File: config.mk
export PLATFORM = sky130hd
export DESIGN_NAME = ex
export DESIGN_NICKNAME = d
export VERILOG_FILES = /design/src/rtl/ex_pkg.sv /design/src/rtl/ex_muldiv_seq.sv /design/src/rtl/ex.sv
export SDC_FILE = /design/constraint.sdc
export NUM_CORES = 1
export LEC_CHECK = 0
export BUFFER_PORTS_ARGS = -buffer_cell sky130_fd_sc_hd__buf_2
export CORE_UTILIZATION = 40
export CTS_CLUSTER_DIAMETER = 150
export DETAILED_ROUTE_END_ITERATION = 7
export MAX_ROUTING_LAYER = met4
export SYNTH_ARGS = -nofsm -noshare
export SYNTH_HDL_FRONTEND = slang
export SYNTH_HIERARCHICAL = 1
export SYNTH_SLANG_ARGS = --single-unit
File: constraint.sdc
create_clock -name clk -period 5.78 [get_ports clk]
set_input_delay 0.289 -clock clk [delete_from_list [all_inputs] [get_ports clk]]
set_output_delay 0.289 -clock clk [all_outputs]
set_load 0.01 [all_outputs]
File: src/rtl/ex_pkg.sv
// ex_pkg: shared codes for the execute stage.
//   ALUSEL_*  : operation class driven on ex_alusel
//   ALUOP_*   : operation within a class driven on ex_aluop
//   STALL_*, WRITE_*, RST_ENABLE : control levels used by the pipeline
//   md_state_t: states of the iterative multiply/divide unit
package ex_pkg;

    localparam logic [2:0] ALUSEL_NOP    = 3'd0;
    localparam logic [2:0] ALUSEL_LOGIC  = 3'd1;
    localparam logic [2:0] ALUSEL_SHIFT  = 3'd2;
    localparam logic [2:0] ALUSEL_ARITH  = 3'd3;
    localparam logic [2:0] ALUSEL_MOVE   = 3'd4;
    localparam logic [2:0] ALUSEL_MULDIV = 3'd5;

    localparam logic [2:0] ALUOP_AND  = 3'd0;
    localparam logic [2:0] ALUOP_OR   = 3'd1;
    localparam logic [2:0] ALUOP_XOR  = 3'd2;
    localparam logic [2:0] ALUOP_NOT  = 3'd3;

    localparam logic [2:0] ALUOP_SLL  = 3'd0;
    localparam logic [2:0] ALUOP_SRL  = 3'd1;
    localparam logic [2:0] ALUOP_SRA  = 3'd2;

    localparam logic [2:0] ALUOP_ADD  = 3'd0;
    localparam logic [2:0] ALUOP_SUB  = 3'd1;
    localparam logic [2:0] ALUOP_SLT  = 3'd2;
    localparam logic [2:0] ALUOP_SLTU = 3'd3;
    localparam logic [2:0] ALUOP_NEQ  = 3'd4;

    localparam logic [2:0] ALUOP_MOV  = 3'd0;

    localparam logic [2:0] ALUOP_MUL  = 3'd0;
    localparam logic [2:0] ALUOP_DIVU = 3'd1;
    localparam logic [2:0] ALUOP_REMU = 3'd2;

    localparam logic STALL_YES     = 1'b1;
    localparam logic STALL_NO      = 1'b0;
    localparam logic WRITE_ENABLE  = 1'b1;
    localparam logic WRITE_DISABLE = 1'b0;
    localparam logic RST_ENABLE    = 1'b1;

    typedef enum logic [1:0] {
        MD_IDLE = 2'd0,
        MD_BUSY = 2'd1,
        MD_DONE = 2'd2
    } md_state_t;

    // True for the op codes the multiply/divide unit actually implements.
    function automatic logic is_md_op(input logic [2:0] op);
        return (op == ALUOP_MUL) || (op == ALUOP_DIVU) || (op == ALUOP_REMU);
    endfunction

endpackage

File: src/rtl/ex_muldiv_seq.sv
// ex_muldiv_seq: iterative unsigned multiply / divide unit, one bit per cycle.
//   clk, rst        : clock, synchronous active-high reset
//   i_start         : request a new operation (honoured only in IDLE)
//   i_hold          : downstream freeze; keeps the unit in DONE with a stable result
//   i_op            : ALUOP_MUL / ALUOP_DIVU / ALUOP_REMU
//   i_a, i_b        : operands, captured at start
//   o_busy, o_done  : FSM in BUSY / DONE
//   o_result        : product low half, quotient or remainder (valid in DONE)
module ex_muldiv_seq
    import ex_pkg::*;
#(
    parameter int DATA_W   = 16,
    parameter int MD_STEPS = 16
) (
    input  logic              clk,
    input  logic              rst,
    input  logic              i_start,
    input  logic              i_hold,
    input  logic [2:0]        i_op,
    input  logic [DATA_W-1:0] i_a,
    input  logic [DATA_W-1:0] i_b,
    output logic              o_busy,
    output logic              o_done,
    output logic [DATA_W-1:0] o_result
);

    localparam int CNT_W = $clog2(MD_STEPS);
    localparam logic [CNT_W-1:0] CNT_LAST = CNT_W'(MD_STEPS - 1);

    md_state_t         r_state;
    logic [CNT_W-1:0]  r_cnt;
    logic [2:0]        r_op;
    // r_acc: product accumulator (MUL) or partial remainder (DIV/REM)
    // r_q  : multiplier shifted right (MUL) or dividend/quotient shifted left (DIV/REM)
    // r_b  : multiplicand shifted left (MUL) or divisor (DIV/REM)
    logic [DATA_W-1:0] r_acc;
    logic [DATA_W-1:0] r_q;
    logic [DATA_W-1:0] r_b;

    logic [DATA_W:0]   w_rem_sh;
    logic              w_ge;
    logic [DATA_W-1:0] w_diff;
    logic [DATA_W-1:0] w_sum;

    // Restoring-division step: bring down the next dividend bit and trial-subtract.
    // When the trial succeeds the true difference is below the divisor, so the
    // truncated subtraction is exact.
    assign w_rem_sh = {r_acc, r_q[DATA_W-1]};
    assign w_ge     = (w_rem_sh >= {1'b0, r_b});
    assign w_diff   = w_rem_sh[DATA_W-1:0] - r_b;
    assign w_sum    = r_acc + r_b;

    // Control FSM plus the datapath registers it steers.
    always_ff @(posedge clk) begin
        if (rst == RST_ENABLE) begin
            r_state <= MD_IDLE;
            r_cnt   <= '0;
            r_op    <= 3'd0;
            r_acc   <= '0;
            r_q     <= '0;
            r_b     <= '0;
        end else begin
            case (r_state)
                MD_IDLE: begin
                    if (i_start) begin
                        r_op  <= i_op;
                        r_cnt <= '0;
                        if ((i_op != ALUOP_MUL) && (i_b == '0)) begin
                            // Divide by zero: all-ones quotient, dividend as remainder.
                            r_q     <= '1;
                            r_acc   <= i_a;
                            r_b     <= i_b;
                            r_state <= MD_DONE;
                        end else if (i_op == ALUOP_MUL) begin
                            r_q     <= i_b;
                            r_b     <= i_a;
                            r_acc   <= '0;
                            r_state <= MD_BUSY;
                        end else begin
                            r_q     <= i_a;
                            r_b     <= i_b;
                            r_acc   <= '0;
                            r_state <= MD_BUSY;
                        end
                    end else begin
                        r_state <= MD_IDLE;
                    end
                end
                MD_BUSY: begin
                    if (r_op == ALUOP_MUL) begin
                        if (r_q[0]) begin
                            r_acc <= w_sum;
                        end else begin
                            r_acc <= r_acc;
                        end
                        r_b <= r_b << 1;
                        r_q <= r_q >> 1;
                    end else begin
                        if (w_ge) begin
                            r_acc <= w_diff;
                            r_q   <= {r_q[DATA_W-2:0], 1'b1};
                        end else begin
                            r_acc <= w_rem_sh[DATA_W-1:0];
                            r_q   <= {r_q[DATA_W-2:0], 1'b0};
                        end
                    end
                    r_cnt <= r_cnt + CNT_W'(1);
                    if (r_cnt == CNT_LAST) begin
                        r_state <= MD_DONE;
                    end else begin
                        r_state <= MD_BUSY;
                    end
                end
                MD_DONE: begin
                    if (i_hold == STALL_YES) begin
                        r_state <= MD_DONE;
                    end else begin
                        r_state <= MD_IDLE;
                    end
                end
                default: begin
                    r_state <= MD_IDLE;
                end
            endcase
        end
    end

    assign o_busy = (r_state == MD_BUSY);
    assign o_done = (r_state == MD_DONE);

    // Result select by the latched op; decoded from registers only.
    always_comb begin
        o_result = '0;
        case (r_op)
            ALUOP_MUL:  o_result = r_acc;
            ALUOP_DIVU: o_result = r_q;
            ALUOP_REMU: o_result = r_acc;
            default:    o_result = '0;
        endcase
    end

endmodule

File: src/rtl/ex.sv
// ex: execute stage between id_ex and ex_mem.
//   clk, rst                     : clock, synchronous active-high reset
//   ex_aluop, ex_alusel          : op within class / op class
//   ex_reg0, ex_reg1             : operands A / B
//   ex_waddr, ex_we              : destination register and write enable
//   stall_mem                    : downstream freeze from ctrl
//   ex_wdata_o, ex_waddr_o, ex_we_o : write-back bundle to ex_mem
//   stall_req                    : asks ctrl to freeze pc/if_id/id_ex
// Single-cycle ops are purely combinational; MUL/DIVU/REMU use ex_muldiv_seq.
module ex
    import ex_pkg::*;
#(
    parameter int DATA_W   = 16,
    parameter int MD_STEPS = 16
) (
    input  logic              clk,
    input  logic              rst,
    input  logic [2:0]        ex_aluop,
    input  logic [2:0]        ex_alusel,
    input  logic [DATA_W-1:0] ex_reg0,
    input  logic [DATA_W-1:0] ex_reg1,
    input  logic [3:0]        ex_waddr,
    input  logic              ex_we,
    input  logic              stall_mem,
    output logic [DATA_W-1:0] ex_wdata_o,
    output logic [3:0]        ex_waddr_o,
    output logic              ex_we_o,
    output logic              stall_req
);

    localparam int SH_W = $clog2(DATA_W);

    logic              w_md_start;
    logic              w_md_busy;
    logic              w_md_done;
    logic [DATA_W-1:0] w_md_result;
    logic [DATA_W-1:0] w_alu;
    logic              w_we;
    logic              w_stall;
    logic [SH_W-1:0]   w_sh;

    assign w_sh = ex_reg1[SH_W-1:0];

    ex_muldiv_seq #(
        .DATA_W   (DATA_W),
        .MD_STEPS (MD_STEPS)
    ) u_muldiv (
        .clk      (clk),
        .rst      (rst),
        .i_start  (w_md_start),
        .i_hold   (stall_mem),
        .i_op     (ex_aluop),
        .i_a      (ex_reg0),
        .i_b      (ex_reg1),
        .o_busy   (w_md_busy),
        .o_done   (w_md_done),
        .o_result (w_md_result)
    );

    // ALU result mux and write-enable qualification per op class.
    always_comb begin
        w_alu      = '0;
        w_we       = ex_we;
        w_md_start = 1'b0;
        case (ex_alusel)
            ALUSEL_NOP: begin
                w_we = WRITE_DISABLE;
            end
            ALUSEL_LOGIC: begin
                case (ex_aluop)
                    ALUOP_AND: w_alu = ex_reg0 & ex_reg1;
                    ALUOP_OR:  w_alu = ex_reg0 | ex_reg1;
                    ALUOP_XOR: w_alu = ex_reg0 ^ ex_reg1;
                    ALUOP_NOT: w_alu = ~ex_reg0;
                    default:   w_alu = '0;
                endcase
            end
            ALUSEL_SHIFT: begin
                case (ex_aluop)
                    ALUOP_SLL: w_alu = ex_reg0 << w_sh;
                    ALUOP_SRL: w_alu = ex_reg0 >> w_sh;
                    ALUOP_SRA: w_alu = $unsigned($signed(ex_reg0) >>> w_sh);
                    default:   w_alu = '0;
                endcase
            end
            ALUSEL_ARITH: begin
                case (ex_aluop)
                    ALUOP_ADD:  w_alu = ex_reg0 + ex_reg1;
                    ALUOP_SUB:  w_alu = ex_reg0 - ex_reg1;
                    ALUOP_SLT:  w_alu = {{(DATA_W-1){1'b0}}, ($signed(ex_reg0) < $signed(ex_reg1))};
                    ALUOP_SLTU: w_alu = {{(DATA_W-1){1'b0}}, (ex_reg0 < ex_reg1)};
                    ALUOP_NEQ:  w_alu = {{(DATA_W-1){1'b0}}, (ex_reg0 != ex_reg1)};
                    default:    w_alu = '0;
                endcase
            end
            ALUSEL_MOVE: begin
                if (ex_aluop == ALUOP_MOV) begin
                    w_alu = ex_reg0;
                end else begin
                    w_alu = '0;
                end
            end
            ALUSEL_MULDIV: begin
                // Unimplemented op codes in this class never start the unit.
                w_md_start = is_md_op(ex_aluop);
                if (w_md_start && w_md_done) begin
                    w_alu = w_md_result;
                    w_we  = ex_we;
                end else if (w_md_start) begin
                    w_alu = '0;
                    w_we  = WRITE_DISABLE;
                end else begin
                    w_alu = '0;
                    w_we  = ex_we;
                end
            end
            default: begin
                w_alu = '0;
            end
        endcase
    end

    // Stall while the unit is accepting an operation (IDLE) or iterating (BUSY);
    // DONE releases the pipeline so the next instruction arrives on the same edge.
    assign w_stall = w_md_busy | (w_md_start & ~w_md_done);

    // Reset forces the whole write-back bundle and the stall request low at once.
    always_comb begin
        if (rst == RST_ENABLE) begin
            ex_wdata_o = '0;
            ex_waddr_o = 4'd0;
            ex_we_o    = WRITE_DISABLE;
            stall_req  = STALL_NO;
        end else begin
            ex_wdata_o = w_alu;
            ex_waddr_o = ex_waddr;
            ex_we_o    = w_we;
            stall_req  = w_stall;
        end
    end

endmodule

Yosys cells after proc, flatten, opt, wreduce, memory -nomap -nowiden
Index checks and enable logic that the tools add are counted.
Widths: inputs -> output; s select.

word-level totals
  register bits after elaboration = 57
  output and inout bits = 22
  word-level logic and storage cells = 97
  input port bits = 46

operators by class
  add/subtract/negate cells = 5
  equality and inequality tests = 18
  $lt $le $gt $ge = 3
  multiplexer cells = 39
  reduce and logical (&&, ||, !) cells = 16
  bitwise gates (word level) = 7
  shifts and indexed selects = 3

operator list
  operator            number
  $mux 16             16
  $pmux 16 s5         2
  $pmux 16 s2         4
  $pmux 16 s4         1
  $pmux 16 s3         1
  $add 16x16->16      2
  $lt 16x16->1        2
  $sub 16x16->16      2
  $ge 17x16->1        1
  $and 16x16->16      1
  $logic_not 16->1    1
  $ne 16x16->1        1
  $not 16->16         1
  $or 16x16->16       1
  $shl 16x4->16       1
  $shr 16x4->16       1
  $sshr 16x4->16      1
  $xor 16x16->16      1
  $eq 3x2->1 const B  5
  $eq 3x1->1 const B  3
  $eq 3x3->1 const B  3
  $logic_not 3->1     3
  $mux 2              4
  $mux 4              2
  22 further kinds    31

Depth between registers and ports, before layout
Gate-level depths: netlist of run 1.

  depth after elaboration = 7
  mapped depth = 12
  mapped depth without buffers = 12

Cells and area by module
The synthesis of run 1 kept the hierarchy.

by module, submodules not included
  module         cells each  area an instance (µm²)  sequential area each (µm²)  times used
  ex_muldiv_seq  707         5006.1                  1141.1                      1
  ex             611         4506.8                  0.0                         1

Worst setup path after synthesis of run 1
OpenSTA, ideal clock, no wires.

  path type = in2out
  start = input ex_reg1[3]
  end = output ex_wdata_o[0]
  required time = 5.491 ns
  cell stages on the path = 11
  buffers on the path = 2
  data arrival time = 2.605 ns
  path slack = 2.886 ns
  path through = clkbuf_1 -> clkinv_1 -> ha_1 -> buf_2 -> nor2_2 -> a2111oi_4 -> nor4_2 -> o41ai_4 -> o211ai_2 -> a21o_1 -> a31oi_1

on the way
  word-level cells in the longest chain between the ends = 4
  elaborated cells between the ends (all ways) = 10
  classes of those cells = order compare: 2; eq/ne: 1; shift: 3; mux: 4

ends and longest elaborated chain
  what                                        line                source
  start, declared                             ex.sv:21            input logic [DATA_W-1:0] ex_reg1,
  $lt 16x16->1, or another cell as far along  ex.sv:91            ALUOP_SLTU: w_alu = {{(DATA_W-1){1'b0}}, (ex_reg0 < ex_reg1)};
  $pmux 16 s5 or $pmux 16 s3 (tied branches)  ex.sv:87, ex.sv:79
  $pmux 16 s5 (*)                             ex.sv:65            case (ex_alusel)
  $mux 16 (*)                                 ex.sv:129           if (rst == RST_ENABLE) begin
  end, declared                               ex.sv:25            output logic [DATA_W-1:0] ex_wdata_o,

Mark *: on every way between the ends. The rest lies on a longest branch, timed or not.

Worst setup path in the final report of run 1
  start = input ex_reg1[2]
  end = output ex_wdata_o[14]

on the way
  word-level cells in the longest chain between the ends = 4
  elaborated cells between the ends (all ways) = 9
  classes of those cells = add/sub: 2; shift: 3; mux: 4

ends and longest elaborated chain
  what                                          line                source
  $sub 16x16->16, or another cell as far along  ex.sv:89            ALUOP_SUB: w_alu = ex_reg0 - ex_reg1;
  $pmux 16 s5 or $pmux 16 s3 (tied branches)    ex.sv:87, ex.sv:79
  $pmux 16 s5 (*)                               ex.sv:65
  $mux 16 (*)                                   ex.sv:129

Marks and branches as above.

==> impl_results.rst, run 1 <==
.. list-table::
   :header-rows: 1

   * - Metric
     - Value
   * - Largest net degree at the start of global routing
     - 66
   * - Worst-path maximum fanout
     - 47
   * - Combined global-route utilization of all metal layers
     - 30.91%
   * - Worst vdd rail ir drop
     - 0.1594 mV
   * - Min Clock Period, post-route
     - 4.050 ns
   * - Leak pwr
     - 4.251 nW
   * - Number of enable-type register cells in the synthesized netlist
     - 0
   * - Register share of total power
     - 22.8%
   * - Cell type contributing the most total cell area after synthesis
     - sky130_fd_sc_hd__dfxtp_1
   * - Filler Cell Count
     - 2,499
   * - Worst min path class
     - input pin to flip-flop
   * - RSZ-0062 raised after global routing
     - no
   * - Setup TNS
     - 0 ns
   * - GP Congestion
     - 1.018
   * - Clock buffers created by TritonCTS
     - 9
   * - Critical setup path kind
     - input pin to output port
   * - Port buffer count
     - 67
   * - First-pass GRT wire length
     - 56.01 mm
   * - Async SR Flop Fraction
     - 0%
   * - Nets
     - 1,453
   * - Synth Net Count
     - 1,451
   * - Synthesis Warnings
     - 6
   * - Count of unresolved DRC violations after routing
     - 0
   * - Final hold violation count
     - 0
   * - Signed area change from the synthesized netlist to the final layout
     - 8.273%
   * - Total buffers and inverters traversed by the critical path
     - 3
   * - Average cell area after synthesis
     - 7.218 um^2
   * - Clock tree from TritonCTS
     - done
   * - Most repeated library cell on the critical path
     - sky130_fd_sc_hd__buf_2
   * - Area fraction of the dominant cell type after synthesis
     - 12.00%
   * - Max-slew violation count
     - 0
   * - Maximum level of the CTS H-tree
     - 3
   * - Number of buffers on the longest clock path
     - 2
   * - Cell class contributing the biggest share of worst-path delay
     - compound AO/OA/AOI/OAI gates
   * - Crit-path slowest cell
     - sky130_fd_sc_hd__buf_2
   * - Launching element of the worst setup path
     - ex_reg1[2]
   * - Switching part of the total power
     - 37.90%
   * - Flip-flop cell with the highest count after synthesis
     - sky130_fd_sc_hd__dfxtp_1
   * - Number of sinks driven by the clock tree
     - 57
   * - Post-CTS Resized
     - 0
   * - Power density normalized to cell area
     - 186.2 nW/um^2
   * - Wirelength per Cell
     - 22.67 um
   * - Floorplan die area
     - 24,400 um^2
   * - Startpoint kind of the worst setup timing path
     - input pin
   * - Synth unique cells
     - 101
   * - Number of global-route vias before repair
     - 9,355
   * - Post-cts hold buffer count
     - 0
   * - Post-Place Cells
     - 1,628
   * - Hold path start
     - stall_mem
   * - Combinational fraction of design power
     - 42.8%
   * - Count of mapped cells out of synthesis
     - 1,318
   * - Post-route insts no fill
     - 1,645
   * - Relative slew slack
     - 14.94%
   * - Final HPWL DP
     - 27.61 mm
   * - Floorplan row count
     - 56
   * - Overall routed net length
     - 37.29 mm
   * - P_sw
     - 726.9 uW
   * - Worst reg2reg startpoint
     - u_muldiv/r_state[1]
   * - Transition time at the pin with the least slew margin
     - 1.275 ns
   * - Root Buffer
     - sky130_fd_sc_hd__clkbuf_16
   * - IO Count
     - 68
   * - Buffer count from post-CTS setup fixing
     - 0
   * - Clock Skew
     - 0.007035 ns
   * - Run status
     - finished, final reports clean
   * - Total standard cell area after synthesis
     - 9513 um^2
   * - Portion of the post-synthesis area used by sequential elements
     - 12.00%
   * - Clk pwr share
     - 34.4%
   * - Die Y-Extent
     - 156.2 um
   * - Antenna violations before repair
     - 1
   * - Most common cell after layout, fill and taps aside
     - sky130_fd_sc_hd__nand2_1
   * - Top area cells in the synthesized netlist
     - sky130_fd_sc_hd__dfxtp_1, sky130_fd_sc_hd__ha_1, sky130_fd_sc_hd__nand2_1
   * - 1st-iter DRT viols
     - 974
   * - Placeable core area
     - 23,400 um^2
   * - Maximum operating frequency
     - 0.2469 GHz
   * - Via-per-instance ratio
     - 6.404
   * - Detail Route Antenna Nets
     - 0
   * - Stage delay of the slowest cell on the critical path
     - 0.60 ns
   * - Length of the first detailed-routing pass in iterations
     - 5
   * - Initial core utilization
     - 40.65%
   * - Register bit total from synthesis
     - 57
   * - Cells along the critical path
     - buf_2 > inv_1 > ha_1 > a211oi_1 > nor2_1 > o41ai_2 > o31ai_1 > and4_1 > o311ai_0 > o211ai_1 > buf_2
   * - Commonest cells after routing, fill and taps aside
     - sky130_fd_sc_hd__nand2_1, sky130_fd_sc_hd__nor2_1, sky130_fd_sc_hd__a21oi_1
   * - Global-route congestion overflow total
     - 0
   * - Number of failing setup endpoints in the final timing report
     - 0
   * - Share of layout cells above drive strength 1
     - 13.21%
   * - Data required time at the worst endpoint
     - 5.49 ns
   * - Final clock period utilization by the worst path
     - 70.07%
   * - Arrival time worst endpoint
     - 3.76 ns
   * - Clock-pin transition on the worst setup and hold timing paths
     - 0.05 ns
   * - Floorplan die width
     - 156.2 um
   * - Number of max-cap violations
     - 0
   * - Critical Path End Type
     - output port
   * - Overall via count from detail_route
     - 10.54k
   * - Internal power
     - 1.191 mW
   * - Clock insertion delay at the later pin of the skew report
     - 0.34 ns
[metrics by stage]
step	worst slack, ns	hold WS, ns	utilization, %	cell area, um^2	power (mW)
finish	1.730	0.1998	44.01	10300	1.918
global route	1.448	0.2463	44.01	10300	2.012
CTS	1.810	0.1967	44.00	10300	1.909
detailed placement	1.828	0.4983	42.47	9938	1.247
global placement	1.823	0.4930	42.47	9938	1.246
floorplan	2.886	0.4285	-	9513	1.041
[synth_stat cells (4+ instances only)]
cell                       instances
sky130_fd_sc_hd__a221oi_1         17
sky130_fd_sc_hd__a22oi_1           9
sky130_fd_sc_hd__nand3_1          33
sky130_fd_sc_hd__and2_1            5
sky130_fd_sc_hd__mux4_2           25
sky130_fd_sc_hd__mux2_2           11
sky130_fd_sc_hd__nor3b_1           6
sky130_fd_sc_hd__a21oi_1          91
sky130_fd_sc_hd__o21a_1            4
sky130_fd_sc_hd__a22o_1           16
sky130_fd_sc_hd__o31ai_1           7
sky130_fd_sc_hd__clkbuf_1         59
sky130_fd_sc_hd__nor3_1           30
sky130_fd_sc_hd__a211oi_1         35
sky130_fd_sc_hd__buf_2            18
sky130_fd_sc_hd__buf_4             4
sky130_fd_sc_hd__xnor2_1          19
sky130_fd_sc_hd__a31oi_1          21
sky130_fd_sc_hd__nor4_1            8
sky130_fd_sc_hd__a311oi_1         36
sky130_fd_sc_hd__fa_1              4
sky130_fd_sc_hd__buf_6             5
sky130_fd_sc_hd__o211ai_1         15
sky130_fd_sc_hd__o221ai_1          6
sky130_fd_sc_hd__nand4_1          12
sky130_fd_sc_hd__o22ai_1           8
sky130_fd_sc_hd__nand2b_1          9
sky130_fd_sc_hd__mux2i_1          40
sky130_fd_sc_hd__xor2_1           14
sky130_fd_sc_hd__nor2b_1          15
sky130_fd_sc_hd__dfxtp_1          57
sky130_fd_sc_hd__ha_1             83
sky130_fd_sc_hd__nand2_1         159
sky130_fd_sc_hd__a21o_1            9
sky130_fd_sc_hd__or3_1             8
sky130_fd_sc_hd__inv_1            77
sky130_fd_sc_hd__nor2_1          157
sky130_fd_sc_hd__o21ai_1          10
sky130_fd_sc_hd__o21ai_0          75
sky130_fd_sc_hd__o21bai_1         11
[metal layers]
metal	routed length (um)	share of wire, %	up-vias	global-route usage, %
met1	16610	45	5092	41.89
met5	0	0	-	-
met4	1245	3.3	0	10.50
li1	-	-	4873	-
met2	16290	44	498	45.34
met3	3150	8.4	72	6.259
[registers in the layout, summed over array words and instances, names as in the netlist]
register and flops:
u_muldiv/r_acc 16, u_muldiv/r_b 16, u_muldiv/r_cnt 4, u_muldiv/r_op 3
u_muldiv/r_q 16, u_muldiv/r_state 2
[path summary, 6_finish.rpt]
path	cells past startpoint	slack [ns]	end
setup / recovery	11	1.73	ex_wdata_o[14]
hold reg to reg	1	0.51	u_muldiv/r_cnt[0]
setup reg to reg	7	2.69	u_muldiv/r_b[12]
hold / removal	3	0.20	u_muldiv/r_state[1]
[logic make-up (layout without fill, tap and decap cells)]
group           after synthesis  count (layout)  share of synthesized area [%]
buf+inv                     172             179                          7.800
mux                          77              77                          11.59
compound gates              414             414                          30.33
other cells                   0               1                              0
simple gates                478             478                          23.49
fa+ha+maj                    87              87                          11.76
xor+xnor                     33              33                          3.038
flops                        57              57                          12.00
[power groups by stage]
stage	clock (mW)	sequential (mW)	combinational, mW
finish	0.659	0.438	0.821
global route	0.681	0.439	0.891
CTS	0.666	0.437	0.806
detailed placement	0	0.446	0.801
global placement	0	0.446	0.800
floorplan	0	0.434	0.606
[layout make-up]
type | count | area (um^2) | share of cell area [%]
Multi-Input combinational cell | 1089 | 7642 | 74.20
Tap cell | 319 | 399.1 | 3.875
Inverter | 80 | 300.3 | 2.915
Antenna cell | 1 | 2.502 | 0.02430
Sequential cell | 57 | 1141 | 11.08
Clock inverter | 6 | 130.1 | 1.263
Timing Repair Buffer | 83 | 455.4 | 4.422
Clock buffer | 10 | 229.0 | 2.223
[worst register-to-register path, delay by kind of cell (launching register included)]
kind	cells	cell delay, ns
DFF	1	0.44
buffers and inverters	1	0.52
and+or+nand+nor	4	1.69
AOI/OAI and AO/OA	2	0.32
No activity file was read; power rests on OpenSTA's default activity.
==> inputs of run 2 (changes only) <==
ABC_AREA = 1   (was not set)
clock period = 3.75 ns   (was 5.78 ns; I/O delays follow)
==> run 2 against run 1 <==
  * The flow now finishes with violations (DRC)
  * Sequential share of layout area shrank 0.71 points
  * Register-to-register slack lost 1.7 ns
  * Global-route usage is 2.9 points higher
  * Critical path depth is 5 higher
  * Critical path type unchanged
==> impl_results.rst, run 2 <==
.. list-table::
   :header-rows: 1

   * - Metric
     - Value
   * - Run status
     - finished with violations
   * - Violations in the final reports
     - DRC
   * - Arrival time worst endpoint
     - 2.72 ns
   * - Relative slew slack
     - 33.08%
   * - 1st-iter DRT viols
     - 1,443
   * - Clock Skew
     - 0.007188 ns
   * - Worst hold endpoint
     - u_muldiv/r_state[1]
   * - Final worst setup slack
     - 0.8438 ns
   * - Mux cell area share after synthesis
     - 0%
   * - Count of inserted antenna diode cells
     - 0
   * - Clock insertion delay at the later pin of the skew report
     - 0.33 ns
   * - Min-Delay Path Depth
     - 3
   * - Hold_ws
     - 0.1004 ns
   * - Die Y-Extent
     - 161.5 um
   * - Global-route congestion overflow total
     - 0
   * - Combined global-route utilization of all metal layers
     - 33.83%
   * - Max-slew violation count
     - 0
   * - Count of unresolved DRC violations after routing
     - 2
   * - Transition time at the pin with the least slew margin
     - 1.003 ns
   * - Clock-pin transition on the worst setup and hold timing paths
     - 0.05 ns
   * - Async SR Flop Fraction
     - 0%
   * - Share of layout cells above drive strength 1
     - 8.933%
   * - Detail Route Antenna Nets
     - 0
   * - Worst min path class
     - input pin to flip-flop
   * - Via-per-instance ratio
     - 5.832
   * - Simple logic cell fraction of the synthesized area
     - 39.09%
   * - Synth unique cells
     - 52
   * - Startpoint kind of the worst setup timing path
     - input pin
   * - Compound-gate portion of the synthesized area
     - 23.59%
   * - Root Buffer
     - sky130_fd_sc_hd__clkbuf_16
   * - Cell type contributing the most total cell area after synthesis
     - sky130_fd_sc_hd__nand2_1
   * - Floorplan row count
     - 58
   * - Portion of the post-synthesis area used by sequential elements
     - 11.21%
   * - GP Congestion
     - 1.022
   * - Average cell area after synthesis
     - 5.593 um^2
   * - Post-cts hold buffer count
     - 0
   * - Largest family of logic cells by synthesized area
     - simple AND/OR/NAND/NOR gates
   * - Setup TNS
     - 0 ns
   * - Number of global-route vias before repair
     - 11.50k
   * - Post-synthesis adder-cell area fraction
     - 10.99%
   * - Hold path start
     - stall_mem
   * - Overall routed net length
     - 43.77 mm
   * - IO Count
     - 68
   * - Most common cell after layout, fill and taps aside
     - sky130_fd_sc_hd__nand2_1
   * - Maximum level of the CTS H-tree
     - 3
   * - Synthesis Warnings
     - 6
   * - Power density normalized to cell area
     - 282.1 nW/um^2
   * - First-pass GRT wire length
     - 66.28 mm
   * - Power Total
     - 3.105 mW
   * - Placeable core area
     - 25,040 um^2
   * - Final hold violation count
     - 0
   * - Register bit total from synthesis
     - 57
   * - Buffer count from post-CTS setup fixing
     - 0
   * - Initial core utilization
     - 40.66%
   * - Filler Cell Count
     - 2,839
   * - Number of buffers on the longest clock path
     - 2
   * - Maximum operating frequency
     - 0.3441 GHz
   * - Worst reg2reg startpoint
     - u_muldiv/r_acc[0]
   * - Length of the first detailed-routing pass in iterations
     - 8
   * - Number of sinks driven by the clock tree
     - 57
   * - Worst-path maximum fanout
     - 26
   * - Parity-gate share of the synthesized area counting xor and xnor cells
     - 1.463%
   * - Commonest cells after routing, fill and taps aside
     - sky130_fd_sc_hd__nand2_1, sky130_fd_sc_hd__inv_1, sky130_fd_sc_hd__nand3_1
   * - Min Clock Period, post-route
     - 2.906 ns
   * - Post-CTS Resized
     - 0
   * - List of most frequent post-synthesis cells
     - sky130_fd_sc_hd__nand2_1, sky130_fd_sc_hd__inv_1, sky130_fd_sc_hd__nand3_1
   * - Flip-flop cell with the highest count after synthesis
     - sky130_fd_sc_hd__dfxtp_1
   * - Total standard cell area after synthesis
     - 10,180 um^2
   * - Data required time at the worst endpoint
     - 3.56 ns
   * - Final clock period utilization by the worst path
     - 77.50%
   * - Top-count cell post-synth
     - sky130_fd_sc_hd__nand2_1
   * - Leak pwr
     - 5.579 nW
   * - Worst vdd rail ir drop
     - 0.2322 mV
   * - Signed area change from the synthesized netlist to the final layout
     - 8.137%
   * - Count of mapped cells out of synthesis
     - 1,820
   * - Clock buffers created by TritonCTS
     - 9
   * - Overall via count from detail_route
     - 12.70k
   * - Clock tree from TritonCTS
     - done
   * - Wirelength per Cell
     - 20.11 um
   * - Top area cells in the synthesized netlist
     - sky130_fd_sc_hd__nand2_1, sky130_fd_sc_hd__dfxtp_1, sky130_fd_sc_hd__nand3_1
   * - Floorplan die area
     - 26,090 um^2
   * - Critical setup path kind
     - input pin to output port
   * - Final HPWL DP
     - 34.11 mm
   * - Largest net degree at the start of global routing
     - 56
   * - Nets
     - 1,975
   * - Register-to-register setup slack
     - 0.95 ns
   * - R2R cell count
     - 12
   * - Number of enable-type register cells in the synthesized netlist
     - 0
   * - Largest registers
     - u_muldiv/r_acc (16), u_muldiv/r_b (16), u_muldiv/r_q (16)
   * - Worst slack after detailed placement
     - 0.9144 ns
   * - Port buffer count
     - 67
   * - Antenna violations before repair
     - 0
   * - Floorplan die width
     - 161.5 um
   * - Critical Path End Type
     - output port
   * - Worst r2r dst
     - u_muldiv/r_acc[14]
   * - Area fraction of the dominant cell type after synthesis
     - 17.85%
   * - Synth Net Count
     - 1,953
   * - RSZ-0062 raised after global routing
     - no
   * - Number of failing setup endpoints in the final timing report
     - 0
   * - Number of max-cap violations
     - 0
==> run 2: worst max-delay path by stage <==
stage | startpoint | endpoint | slack, ns
6_report | ex_reg1[1] | ex_wdata_o[0] | 0.84
5_1_grt | ex_reg1[1] | ex_wdata_o[0] | 0.70
4_1_cts | ex_reg1[1] | ex_wdata_o[0] | 0.92
3_5_place_dp | ex_reg1[1] | ex_wdata_o[0] | 0.91
3_3_place_gp | ex_reg1[1] | ex_wdata_o[0] | 0.90
2_1_floorplan | ex_reg1[3] | ex_wdata_o[0] | 1.45
==> run 2: through the flow <==
stage	utilization, %	cell area (um^2)	instances
after floorplan	-	10180	1820
after global placement	42.55	10650	2161
after detailed placement	42.55	10650	2161
after CTS	43.97	11010	2177
after global routing	43.97	11010	2177
final	43.97	11010	2177
==> run 2: cell type report <==
class                      instances  area (um^2)  share of cell area, %
multi-input combinational       1432         7647                  69.47
inverter                         255        967.2                  8.786
sequential                        57         1141                  10.37
clock buffer                      10        239.0                  2.171
timing repair buffer              87        485.5                  4.410
clock inverter                     6        115.1                  1.046
tap                              330        412.9                  3.751
==> run 2: kinds of logic (layout without fill, tap and decap cells) <==
kind of cell    count (synthesis)  in the layout
buf+inv                       331            358
fa+ha+maj                      87             87
compound gates                421            421
simple gates                  907            907
xor+xnor                       17             17
flops                          57             57
==> run 2: metal layers <==
metal,vias to the layer above,share of wire (%),GRT usage [%]
met4,0,4.3,14.11
li1,6082,-,-
met3,112,7.3,2.799
met1,5838,43,43.40
met5,-,0,-
met2,664,46,54.51
==> run 2: critical path: stages <==
cell                      delay, ns
sky130_fd_sc_hd__buf_2         0.44
sky130_fd_sc_hd__inv_2         0.30
sky130_fd_sc_hd__ha_1          0.40
sky130_fd_sc_hd__nor2_1        0.21
sky130_fd_sc_hd__nand2_1       0.09
sky130_fd_sc_hd__nor2_1        0.12
sky130_fd_sc_hd__nand2_1       0.12
sky130_fd_sc_hd__nand2_1       0.08
sky130_fd_sc_hd__nand2_1       0.04
sky130_fd_sc_hd__o21ai_0       0.14
sky130_fd_sc_hd__nand2_1       0.10
sky130_fd_sc_hd__inv_1         0.06
sky130_fd_sc_hd__nand2_1       0.04
sky130_fd_sc_hd__nand2_1       0.06
sky130_fd_sc_hd__a21oi_1       0.12
sky130_fd_sc_hd__buf_2         0.20
==> run 2: report_power, final <==
part | leakage, nW | internal, mW | switching [mW]
logic | 4.95 | 0.432 | 1.02
clock network | 0.169 | 0.669 | 0.312
registers | 0.464 | 0.636 | 0.0309
total | 5.58 | 1.74 | 1.37
